==> config.mk <==
export PLATFORM = sky130hd
export DESIGN_NAME = flash_spi_read_engine_flat
export DESIGN_NICKNAME = d
export VERILOG_FILES = /design/src/rtl/flash_spi_read_engine_if.sv /design/src/rtl/flash_spi_read_engine.sv /design/src/flat_wrapper.sv
export SDC_FILE = /design/constraint.sdc
export NUM_CORES = 1
export LEC_CHECK = 0
export CAP_MARGIN = 20
export CORE_MARGIN = 2
export CORE_UTILIZATION = 51
export DETAILED_ROUTE_END_ITERATION = 10
export GPL_ROUTABILITY_DRIVEN = 0
export PLACE_DENSITY = 0.84
export SYNTH_ARGS = -nofsm -noshare
export SYNTH_HDL_FRONTEND = slang
export SYNTH_SLANG_ARGS = --single-unit
export TNS_END_PERCENT = 1
==> constraint.sdc <==
create_clock -name HCLK -period 2.16 [get_ports HCLK]
set_input_delay 0.216 -clock HCLK [delete_from_list [all_inputs] [get_ports HCLK]]
set_output_delay 0.216 -clock HCLK [all_outputs]
set_load 0.05 [all_outputs]
==> src/rtl/flash_spi_read_engine_if.sv <==
// Request/response and SPI pad bundle for the flash read engine.
// slave = the engine, master = the requester plus the flash pads it faces.
interface flash_spi_read_engine_if;
  // read_rq is level-held; the engine acts only on its rising edge and samples
  // read_addr/read_size on that cycle. No ready: an edge during busy is queued
  // (one deep, newest wins), and read_end marks the final read_data_word.
  logic        read_rq;
  logic [23:0] read_addr;
  logic [9:0]  read_size;
  logic [7:0]  read_data;
  logic        read_data_vld;
  logic [31:0] read_data_word;
  logic        read_end;
  logic        busy;
  logic        spi_cs;
  logic        spi_clk;
  logic        mosi;
  logic        miso;

  modport slave (
    input  read_rq, read_addr, read_size, miso,
    output read_data, read_data_vld, read_data_word, read_end, busy,
           spi_cs, spi_clk, mosi
  );

  modport master (
    output read_rq, read_addr, read_size, miso,
    input  read_data, read_data_vld, read_data_word, read_end, busy,
           spi_cs, spi_clk, mosi
  );
endinterface

==> src/rtl/flash_spi_read_engine.sv <==
// SPI NOR READ engine (mode 0), little-endian word assembly for the AHB boot path.
// Define FLASH_FAST_READ_EN for opcode 0x0B with 8 dummy clocks.
module flash_spi_read_engine #(
  parameter int CLK_DIV = 2,
  parameter int CS_GAP  = 4
) (
  input  logic                    HCLK,
  input  logic                    HRST_n,
  flash_spi_read_engine_if.slave  bus,
  output logic [2:0]              state_dbg
);

  typedef enum logic [2:0] {S_IDLE, S_CMD, S_ADDR, S_DUMMY, S_DATA, S_GAP} state_t;

`ifdef FLASH_FAST_READ_EN
  localparam logic [7:0] OPCODE = 8'h0B;
  localparam state_t     POST_ADDR = S_DUMMY;
`else
  localparam logic [7:0] OPCODE = 8'h03;
  localparam state_t     POST_ADDR = S_DATA;
`endif

  localparam int DW = (CLK_DIV > 1) ? $clog2(CLK_DIV) : 1;
  localparam int GW = $clog2(CS_GAP + 1);

  state_t         state, state_nxt;
  logic [DW-1:0]  div_cnt;
  logic [4:0]     bit_cnt;
  logic [9:0]     byte_cnt;
  logic [31:0]    tx_sr;
  logic [7:0]     rx_sr;
  logic [1:0]     lane;
  logic [GW-1:0]  gap_cnt;
  logic           read_rq_d;
  logic           pend;
  logic [23:0]    pend_addr;
  logic [9:0]     pend_size;

  logic           tick, rise, fall, rq_edge, start, start_pend, xfer_done;
  logic [7:0]     rx_byte;
  logic [23:0]    start_addr;
  logic [9:0]     start_size;

  assign state_dbg = state;

  always_comb begin
    tick       = (div_cnt == DW'(CLK_DIV - 1));
    rise       = tick & ~bus.spi_clk;
    fall       = tick &  bus.spi_clk;
    rq_edge    = bus.read_rq & ~read_rq_d;
    rx_byte    = {rx_sr[6:0], bus.miso};
    state_nxt  = state;
    start      = 1'b0;
    start_pend = 1'b0;
    xfer_done  = 1'b0;
    case (state)
      S_IDLE:  if (rq_edge) begin start = 1'b1; state_nxt = S_CMD; end
      S_CMD:   if (fall && bit_cnt == 5'd7)  state_nxt = S_ADDR;
      S_ADDR:  if (fall && bit_cnt == 5'd23) state_nxt = POST_ADDR;
      S_DUMMY: if (fall && bit_cnt == 5'd7)  state_nxt = S_DATA;
      S_DATA:  if (fall && bit_cnt == 5'd7 && byte_cnt == 10'd1) begin
                 state_nxt = S_GAP;
                 xfer_done = 1'b1;
               end
      S_GAP:   if (gap_cnt == GW'(CS_GAP)) begin
                 if (pend) begin
                   start      = 1'b1;
                   start_pend = 1'b1;
                   state_nxt  = S_CMD;
                 end else begin
                   state_nxt  = S_IDLE;
                 end
               end
      default: state_nxt = S_IDLE;
    endcase
    start_addr = start_pend ? pend_addr : bus.read_addr;
    start_size = start_pend ? pend_size : bus.read_size;
  end

  always_ff @(posedge HCLK) begin
    if (!HRST_n) state <= S_IDLE;
    else         state <= state_nxt;
  end

  always_ff @(posedge HCLK) begin
    // Tracked through reset so a level held across reset is not seen as a new edge.
    read_rq_d <= bus.read_rq;
    if (!HRST_n) begin
      div_cnt            <= '0;
      bit_cnt            <= '0;
      byte_cnt           <= '0;
      tx_sr              <= '0;
      rx_sr              <= '0;
      lane               <= '0;
      gap_cnt            <= '0;
      pend               <= 1'b0;
      pend_addr          <= '0;
      pend_size          <= '0;
      bus.read_data      <= '0;
      bus.read_data_vld  <= 1'b0;
      bus.read_data_word <= '0;
      bus.read_end       <= 1'b0;
      bus.busy           <= 1'b0;
      bus.spi_cs         <= 1'b1;
      bus.spi_clk        <= 1'b0;
      bus.mosi           <= 1'b0;
    end else begin
      bus.read_data_vld <= 1'b0;
      bus.read_end      <= 1'b0;
      if (start) begin
        tx_sr       <= {OPCODE, start_addr};
        byte_cnt    <= (start_size == 10'd0) ? 10'd1 : start_size;
        div_cnt     <= '0;
        bit_cnt     <= '0;
        lane        <= '0;
        gap_cnt     <= '0;
        bus.busy    <= 1'b1;
        bus.spi_cs  <= 1'b0;
        bus.spi_clk <= 1'b0;
        bus.mosi    <= OPCODE[7];
      end else if (state == S_CMD || state == S_ADDR || state == S_DUMMY || state == S_DATA) begin
        div_cnt <= tick ? '0 : div_cnt + DW'(1);
        // miso is captured on the same HCLK edge that raises spi_clk.
        if (rise) begin
          bus.spi_clk <= 1'b1;
          if (state == S_DATA) begin
            rx_sr <= rx_byte;
            if (bit_cnt == 5'd7) begin
              bus.read_data                   <= rx_byte;
              bus.read_data_vld               <= 1'b1;
              bus.read_data_word[lane*8 +: 8] <= rx_byte;
              lane                            <= lane + 2'd1;
            end
          end
        end
        if (fall) begin
          bus.spi_clk <= 1'b0;
          tx_sr       <= tx_sr << 1;
          bus.mosi    <= tx_sr[30];
          if (state_nxt != state || (state == S_DATA && bit_cnt == 5'd7)) bit_cnt <= '0;
          else                                                             bit_cnt <= bit_cnt + 5'd1;
          if (state == S_DATA && bit_cnt == 5'd7) byte_cnt <= byte_cnt - 10'd1;
          if (xfer_done) begin
            bus.spi_cs   <= 1'b1;
            bus.read_end <= 1'b1;
            bus.mosi     <= 1'b0;
            gap_cnt      <= '0;
          end
        end
      end else if (state == S_GAP) begin
        gap_cnt <= gap_cnt + GW'(1);
        if (gap_cnt == GW'(CS_GAP - 1)) bus.busy <= 1'b0;
      end
      // A fresh edge during a transaction (including the final gap cycle) wins over a consumed one.
      if (start_pend) pend <= 1'b0;
      if (rq_edge && state != S_IDLE) begin
        pend      <= 1'b1;
        pend_addr <= bus.read_addr;
        pend_size <= bus.read_size;
      end
    end
  end

endmodule

==> src/flat_wrapper.sv <==
// flat-port wrapper written by rule: the top's interface ports become plain ports
module flash_spi_read_engine_flat 
#(
  parameter int CLK_DIV = 2,
  parameter int CS_GAP  = 4
)
  (HCLK, HRST_n, state_dbg, bus_read_rq, bus_read_addr, bus_read_size, bus_miso, bus_read_data, bus_read_data_vld, bus_read_data_word, bus_read_end, bus_busy, bus_spi_cs, bus_spi_clk, bus_mosi);
  flash_spi_read_engine_if bus_i ();
  input  logic HCLK;
  input  logic HRST_n;
  output logic [2:0] state_dbg;
  input wire logic [$bits(bus_i.read_rq)-1:0] bus_read_rq;
  input wire logic [$bits(bus_i.read_addr)-1:0] bus_read_addr;
  input wire logic [$bits(bus_i.read_size)-1:0] bus_read_size;
  input wire logic [$bits(bus_i.miso)-1:0] bus_miso;
  output wire logic [$bits(bus_i.read_data)-1:0] bus_read_data;
  output wire logic [$bits(bus_i.read_data_vld)-1:0] bus_read_data_vld;
  output wire logic [$bits(bus_i.read_data_word)-1:0] bus_read_data_word;
  output wire logic [$bits(bus_i.read_end)-1:0] bus_read_end;
  output wire logic [$bits(bus_i.busy)-1:0] bus_busy;
  output wire logic [$bits(bus_i.spi_cs)-1:0] bus_spi_cs;
  output wire logic [$bits(bus_i.spi_clk)-1:0] bus_spi_clk;
  output wire logic [$bits(bus_i.mosi)-1:0] bus_mosi;
  assign bus_i.read_rq = bus_read_rq;
  assign bus_i.read_addr = bus_read_addr;
  assign bus_i.read_size = bus_read_size;
  assign bus_i.miso = bus_miso;
  assign bus_read_data = bus_i.read_data;
  assign bus_read_data_vld = bus_i.read_data_vld;
  assign bus_read_data_word = bus_i.read_data_word;
  assign bus_read_end = bus_i.read_end;
  assign bus_busy = bus_i.busy;
  assign bus_spi_cs = bus_i.spi_cs;
  assign bus_spi_clk = bus_i.spi_clk;
  assign bus_mosi = bus_i.mosi;
  flash_spi_read_engine #(.CLK_DIV(CLK_DIV), .CS_GAP(CS_GAP)) u_core (.HCLK(HCLK), .HRST_n(HRST_n), .bus(bus_i), .state_dbg(state_dbg));
endmodule
; ---- Yosys cells after proc, flatten, opt, wreduce, memory -nomap -nowiden
; Cells that the tools add are included.
[classes]
mux = 47
bitwise = 11
shifts = 2
n_eq_ne = 14
n_addsub = 6
n_reduce_logical = 34
[ops]
columns = cell, n
row1 = 26-bit 2-to-1 mux, 3
row2 = 10-bit 2-to-1 mux, 6
row3 = 5-bit negation with 34-bit output, 1
row4 = "8-bit by 34-bit variable shift with 32-bit output, first input constant", 1
row5 = 8-bit by 34-bit indexed part select with 32-bit output, 1
row6 = 32-bit bitwise mux, 1
row7 = 3-bit 2-to-1 mux, 10
row8 = 24-bit 2-to-1 mux, 1
row9 = 1-bit 2-to-1 mux, 23
row10 = 3-bit case mux with 6 select lines, 1
row11 = 2-bit nonzero test, 9
row12 = 3-bit AND reduction, 4
row13 = "10-bit by 1-bit == test with 1-bit output, second input constant", 1
row14 = 10-bit zero test, 1
row15 = "10-bit by 1-bit subtractor with 10-bit output, second input constant", 1
row16 = "3-bit by 2-bit == test with 1-bit output, second input constant", 3
row17 = "3-bit == test, second input constant", 3
row18 = 1-bit inverter, 8
row19 = 4-bit AND reduction, 2
row20 = "2-bit by 1-bit != test with 1-bit output, second input constant", 3
row21 = 2-bit AND reduction, 3
row22 = "5-bit by 1-bit adder with 5-bit output, second input constant", 1
row23 = "5-bit by 3-bit == test with 1-bit output, second input constant", 1
row24 = "5-bit == test, second input constant", 1
row25 = 16 further kinds, 25
[word_totals]
wordCells = 135
reg_bits = 144
input_bits = 38

; ---- Depth between registers and ports, before layout
[logic_depth]
word_depth = 9
depth_mapped = 9
mapped_depth_nobuf = 7

; ---- Worst setup path before layout
; Ideal clock, no wire load.
[synth_path]
path_type = register to register
start = register u_core.state[2], in the netlist u_core.state_dbg[2]
end = register u_core.lane[1]
period_less_slack_ns = 2.218
stages_incl_launch_ff = 8
setup_slack_ns = -0.058
arrival_ns = 2.085
cell_sequence = dfxtp_1 > or3b_4 > or3b_1 > buf_4 > or2_1 > buf_6 > nand2_1 > a21oi_1
[synth_via]
elab_chain_cells = 5
word_cells_on_any_way = 12
classes_between = eq/ne (5) / mux (1) / reduce/logical (6)
[synth_rtl]
columns = element, line
row1 = "start, declared", flash_spi_read_engine.sv:26  ; state_t state, state_nxt;
row2 = "start signal, assigned", flash_spi_read_engine.sv:82  ; else state <= state_nxt;
row3 = 3-bit by 1-bit == test with 1-bit output or 3-bit by 2-bit == test with 1-bit output (tied branches), flash_spi_read_engine.sv:121  ; end else if (state == S_CMD || state == S_ADDR || state == S_DUMMY || state == S_DATA) begin
row4 = 1-bit logical OR (3 in series), flash_spi_read_engine.sv:121
row5 = 4-bit AND reduction (no line), n/a
row6 = "end signal, assigned", flash_spi_read_engine.sv:132  ; lane <= lane + 2'd1;
row7 = "end, declared", flash_spi_read_engine.sv:32  ; logic [1:0] lane;
; Several ways; a longest one is shown, not always the timed one.
; A chain may end at the register's enable or synchronous reset.

; ---- Worst setup path after layout
[layout_path]
start = register u_core.gap_cnt[0]
end = register u_core.byte_cnt[7]
[layout_via]
elab_chain_cells = 7
word_cells_on_any_way = 12
classes_between = eq/ne (1) / mux (6) / reduce/logical (5)
[layout_rtl]
columns = element, line
row1 = "start, declared", flash_spi_read_engine.sv:33  ; logic [GW-1:0] gap_cnt;
row2 = "start signal, assigned", flash_spi_read_engine.sv:151  ; gap_cnt <= gap_cnt + GW'(1);
row3 = 3-bit == test *, flash_spi_read_engine.sv:65  ; S_GAP: if (gap_cnt == GW'(CS_GAP)) begin
row4 = 1-bit 2-to-1 mux *, flash_spi_read_engine.sv:65
row5 = 1-bit 2-to-1 mux, flash_spi_read_engine.sv:56  ; case (state)
row6 = 10-bit 2-to-1 mux, flash_spi_read_engine.sv:77  ; start_size = start_pend ? pend_size : bus.read_size;
row7 = 10-bit zero test, flash_spi_read_engine.sv:112  ; byte_cnt <= (start_size == 10'd0) ? 10'd1 : start_size;
row8 = 10-bit 2-to-1 mux, flash_spi_read_engine.sv:112
row9 = 10-bit 2-to-1 mux, flash_spi_read_engine.sv:110  ; if (start) begin
row10 = "end signal, assigned", flash_spi_read_engine.sv:112
row11 = "end signal, assigned", flash_spi_read_engine.sv:142  ; if (state == S_DATA && bit_cnt == 5'd7) byte_cnt <= byte_cnt - 10'd1;
row12 = "end, declared", flash_spi_read_engine.sv:29  ; logic [9:0] byte_cnt;
; Mark *: on every way between the ends. The rest lies on a longest branch, timed or not.

==> run summary <==
filler instances: 916
wire length per cell: 17.1 um
CTS tree: built
number of synthesized flops with an enable pin: 0
Slew headroom: 0.475
Cells after Synth: 722
Hold Crit Depth: 3
Final Hold Viols: 0
multi-input logic area: 3170 um2
R2R Setup Slk: 50 ps
Period minus WS final: 2110 ps
register area: 2890 um2
PwrDens: 796 nW/um2
Ys Warns: 0
Endpoint, Worst Hold: u_core.tx_sr[30]
diode count: 0
pin count of the biggest net entering global routing: 40
gr usage total: 0.255
net count after synthesis: 771
Area Growth Syn to Fin: 28.2%
DPL Wire Length: 11.1 mm
Arr. time, crit path: 2420 ps
Via density: 5.91
TritonRoute pass-1 iters: 5
worst-case clock buffer depth: 2
# setup viols final: 0
hold_sp: HRST_n
die area: 13200 um2
number of cells on the worst reg-to-reg path: 9
CP Class: reg -> reg
root buf cell: clkbuf_16
worst r2r dst: u_core.byte_cnt[7]
Syn Area/Cell: 8.71 um2
Core Area: 12000 um2
Finished Cell Area: 8060 um2
Final Slew Violations: 0
post-synthesis cell type count: 60
antenna violations before repair: 0
FMAX: 475 MHz
CP Cell Sequence: inv_1 -> ha_1 -> and2_2 -> and3_4 -> buf_4 -> a22oi_1 -> buf_4 -> nor2_1 -> o311a_1
post-route insts no fill: 973
CTS buffer count: 17
synthesized area: 6290 um2
most frequent cells in the layout: 155 x nand2_1, 143 x dfxtp_1, 85 x clkdlybuf4s50_1
layout cells sized above 1: 0.104
Setup Skew: 8.31 ps
RSZ-0062 raised after global routing: true
cell mode on critical path: buf_4
status: finished, final reports clean
HP Class: in -> reg
vias post-DR: 5753
Reg-to-Reg Start: u_core.gap_cnt[0]
vias in the first global route: 5687
clk_lat worst skew: 430 ps
Design Power: 6.42 mW
Worst-Margin Slew: 780 ps
placed insts: 939
period utilization: 0.975
Leakage: 2.88 nW
hold_buf cts: 0
drt drc: 0
final core utilization: 0.671
most common cell after layout, fill and taps aside: nand2_1
worst endpoint required time: 2480 ps
crit path capture type: flop
row count: 40
predominant post-synthesis flop cell: dfxtp_1
FFs w/ async S/R, synth: 0
global-route wire length before repair: 27.0 mm
Num Clock Sinks: 144
Layout Nets: 862
Buffers on Ports: 86
Antenna Nets Post-Route: 0
CP max stage delay: 350 ps
Cell Area, Placed: 7370 um2
post-synthesis sequential area ratio: 0.459
initial core utilization: 0.523
Setup crit start kind: flop
max-cap violations: 0
Die X: 115 um
GRT Residual Overflow: 0
die height: 115 um
final WL: 16.6 mm
DRT iter0 DRCs: 366
Clock transition at path regs: 60 ps
Worst IR Drop VDD: 0.465 mV
#FFs+latches synth: 144
IO Pins: 87
Fin Hold WS: 235 ps
crit path max fanout: 7
slowest cell on the critical path: dfxtp_1
H-tree depth: 4
where the power goes:
part | total (mW) | internal (mW) | switching, mW
clock | 3.25 | 2.06 | 1.19
sequential | 2.76 | 2.71 | 0.0455
combinational | 0.409 | 0.195 | 0.213
critical path, delay by kind of cell (launching register included):
kind | cells | cell delay [ps]
AOI/OAI and AO/OA | 2 | 530
adders and majority gates | 1 | 200
buffers and inverters | 3 | 430
DFF | 1 | 350
and+or+nand+nor | 3 | 480
metrics by stage:
step	setup TNS (ps)	setup WS [ps]
after CTS	0	4.80
after global placement	0	79.3
final	0	54.7
after detailed placement	-149	-37.2
after floorplan	-26.1	-26.1
after global routing	-40.5	-15.7
logic make-up (layout without fill, tap and decap cells):
family,Yosys count,in the layout,share of synthesized area
muxes,10,10,0.0161
adders and majority gates,11,11,0.0219
buffers and inverters,58,162,0.0410
DFF,144,144,0.459
AOI/OAI and AO/OA,195,195,0.226
and+or+nand+nor,294,294,0.222
xor gates and xnor gates,10,10,0.0139
cell type report:
cell class / instances / share of cell area
Multi-Input combinational cell: 520 / 0.393
Sequential cell: 144 / 0.358
Timing Repair Buffer: 119 / 0.140
Clock buffer: 17 / 0.0528
Clock inverter: 15 / 0.0286
Tap cell: 147 / 0.0228
Inverter: 11 / 0.00512
timing repair:
action                     in CTS  in global routing
resized for setup               0                 10
setup endpoints to repair      27                 66
setup buffers                   2                  0
pin swaps                       1                  1
registers in the layout, summed over array words and instances, names as in the netlist, 5 cells and up:
| signal | count |
|---|---|
| u_core.bus.read_data_word | 32 |
| u_core.tx_sr | 31 |
| u_core.pend_addr | 24 |
| u_core.byte_cnt | 10 |
| u_core.pend_size | 10 |
| u_core.bus.read_data | 8 |
| u_core.rx_sr | 7 |
| u_core.bit_cnt | 5 |
how the worst max path moves through the flow:
stage,start,to,slack (ps)
2_1_floorplan,u_core.state_dbg[1],u_core.byte_cnt[7],-30
5_1_grt,u_core.gap_cnt[0],u_core.byte_cnt[7],-20
3_3_place_gp,u_core.bit_cnt[0],u_core.bus.read_data_word[23],80
3_5_place_dp,u_core.bit_cnt[0],u_core.bus.read_data_word[18],-40
6_report,u_core.gap_cnt[0],u_core.byte_cnt[7],50
4_1_cts,u_core.gap_cnt[0],u_core.byte_cnt[7],5
per-layer routing:
layer | track usage | vias to the layer above | share of wire
li1 | - | 2749 | -
met1 | 0.307 | 2760 | 0.41
met2 | 0.446 | 206 | 0.51
met3 | 0.0532 | 38 | 0.053
met4 | 0.103 | 0 | 0.022
met5 | 0 | - | 0
synthesized netlist by cell type, types with 8 or more instances:
master	n	share of area
a21boi_0	26	0.031
a21boi_1	64	0.076
a21oi_1	24	0.019
a22oi_1	45	0.054
buf_2	14	0.011
clkbuf_1	29	0.017
dfxtp_1	144	0.46
ha_1	11	0.022
inv_1	11	0.0066
mux2i_1	9	0.014
nand2_1	156	0.093
nand3_1	50	0.040
nor2_1	24	0.014
nor3_1	8	0.0064
Note: power is estimated with default switching activity, not from simulation.
==> RTL edit (same settings) <==
Build with the macro `FLASH_FAST_READ_EN` defined.
--- a/src/rtl/flash_spi_read_engine.sv
+++ b/src/rtl/flash_spi_read_engine.sv
@@ -1,5 +1,7 @@
 // SPI NOR READ engine (mode 0), little-endian word assembly for the AHB boot path.
 // Define FLASH_FAST_READ_EN for opcode 0x0B with 8 dummy clocks.
+`define FLASH_FAST_READ_EN
+
 module flash_spi_read_engine #(
   parameter int CLK_DIV = 2,
   parameter int CS_GAP  = 4
Function: same outputs for any inputs over 10 cycles, from zero or initial values and one cycle with HRST_n low; that may be too few to reach the edited logic, so the function may still have changed.
==> RTL edit against the original RTL <==
  * Wire length is 1.8% lower
  * Sequential power hardly changed
  * Combinational power is 3% higher
  * Critical path depth is 2 lower
  * Total power is 3.6% lower
  * Final area is 3.2% lower
  * Setup slack better by 0.060 ns
  * Sequential cell count stayed put
  * Area after synthesis is 2.6% lower
  * Die area is 2.5% lower
  * Via count is 0.47% lower
  * Final cell count is 1.6% lower
==> RTL edit: results (changes against the original RTL) <==
wirelength_um: 16300  # -1.8%
cts_root_buf: "clkbuf_16"
slowest_stage: "dfxtp_1"
dr.pass1.iters: 5  # unchanged
hold_class: "input port to flip-flop"
gr-usage-all-layers_pct: 25.2  # -0.37 points
grt_antenna_before_repair: 0  # unchanged
ys.flop_type: "dfxtp_1"
io_buffers: 86  # unchanged
clkLatencyLatePin_ns: 0.42
cts_buffers: 17  # unchanged
grt_pass1_wl_um: 26200  # -2.9%
ys_seq_area_share_pct: 47.1  # +1.2 points
yosys-top-cells-count: "144 x dfxtp_1, 140 x nand2_1, 110 x a21oi_1, 46 x a22oi_1, 40 x nor2_1"
p_leak_nw: 2.78  # -3.5%
htreeDepth: 4  # unchanged
synthCells: 714  # -1.1%
clk_pin_slew_ns: 0.06  # about the same
placed_cell_area_um2: 7190  # -2.5%
grt_max_degree: 48  # +20%
drive_gt1_share_pct: 9.26  # -1.2 points
placed_cells: 925  # -1.5%
setup_tns_ns: 0  # unchanged
vias: 5726  # -0.47%
outcome: "completed"
worstPathMaxFanout: 15  # +8
wl_per_cell_um: 17.0  # -0.17%
ir_drop_v: 0.000505  # +8.7%
skew_ns: 0.0103  # +0.00196 ns
nets: 846  # -1.9%
synth_cell_types: 67  # +12%
postCtsSetupBuffers: 0  # -2
syn-num-nets: 763  # -1.0%
async_reset_ff_share_pct: 0  # unchanged
fill_cells: 929  # +1.4%
dp_hpwl_um: 10900  # -2.0%
synthTopCellsByArea: "dfxtp_1 47%, a21oi_1 9.0%, nand2_1 8.6%, a22oi_1 5.6%, nand4_1 3.4%"
drt_iter0_drc: 440  # +20%
reg.largest.list: "u_core.bus.read_data_word x32, u_core.tx_sr x31, u_core.pend_addr x24"
max_stage_delay_ns: 0.38  # +0.03 ns
n_antenna_cell: 0  # unchanged
ys_warn_count: 0  # unchanged
cp.arrival_ns: 2.38  # -0.04 ns
preCtsSetupSlack_ns: 0.0897  # +0.127 ns
clockBufferDepth: 2  # unchanged
worst_pin_slew_ns: 0.668  # -0.113 ns
grt_pass1_vias: 5605  # -1.4%
RTL edit: area by class of cell:
type                            count  area share (%)
Clock buffer                       22            6.07
Multi-Input combinational cell    511            38.3
Inverter                           10           0.481
Clock inverter                     10            1.72
Tap cell                          147            2.36
Timing Repair Buffer              113            14.2
Sequential cell                   144            36.9
RTL edit: logic make-up (layout without fill, tap and decap cells):
| group | count (synthesis) | count (layout) | synth area share (%) |
|---|---|---|---|
| AO/OA/AOI/OAI | 202 | 202 | 20.7 |
| multiplexers | 19 | 19 | 3.13 |
| XOR/XNOR | 7 | 7 | 1.00 |
| buffers and inverters | 59 | 155 | 4.29 |
| AND/OR/NAND/NOR | 272 | 272 | 21.5 |
| adder cells (fa/ha/maj) | 11 | 11 | 2.25 |
| flip-flops | 144 | 144 | 47.1 |
RTL edit: repair_timing:
action | CTS | global route
endpoints found under the setup margin | 0 | 23
hold buffers | 0 | 0
resized for setup | 0 | 4
RTL edit: metrics by stage:
step | power, mW | utilization, %
after floorplan | 3.06 | -
after global placement | 3.22 | 60.6
after detailed placement | 3.24 | 60.6
after CTS | 6.20 | 65.7
after global routing | 6.37 | 65.8
final | 6.19 | 65.8
RTL edit: worst paths after layout:
check	start	cells past startpoint	slack (ns)	to
setup / recovery	u_core.bit_cnt[0]	7	0.11	u_core.byte_cnt[7]
hold / removal	bus_read_rq	1	0.31	u_core.read_rq_d
hold reg to reg	u_core.pend_addr[23]	2	0.46	u_core.pend_addr[23]
setup reg to reg	u_core.bit_cnt[0]	7	0.11	u_core.byte_cnt[7]
RTL edit: metal layers:
| metal | up-vias | global-route usage (%) | routed length, um |
|---|---|---|---|
| met4 | 0 | 13.3 | 410 |
| met1 | 2727 | 29.6 | 6850 |
| li1 | 2731 | - | - |
| met2 | 221 | 42.7 | 8030 |
| met3 | 47 | 6.11 | 1010 |
| met5 | - | 0 | 0 |
RTL edit: where the power goes:
group	switching, mW	internal (mW)	total [mW]
registers	0.0479	2.72	2.77
clock network	1.10	1.90	3.00
logic	0.233	0.190	0.423
total	1.38	4.81	6.19
RTL edit: worst max-delay path: cells and delay by family (launching register included):
family          cells  cell delay (ns)
buf+inv             1             0.19
compound gates      1             0.24
simple gates        3             0.73
fa+ha+maj           1             0.24
flops               1             0.38
xor+xnor            1             0.19
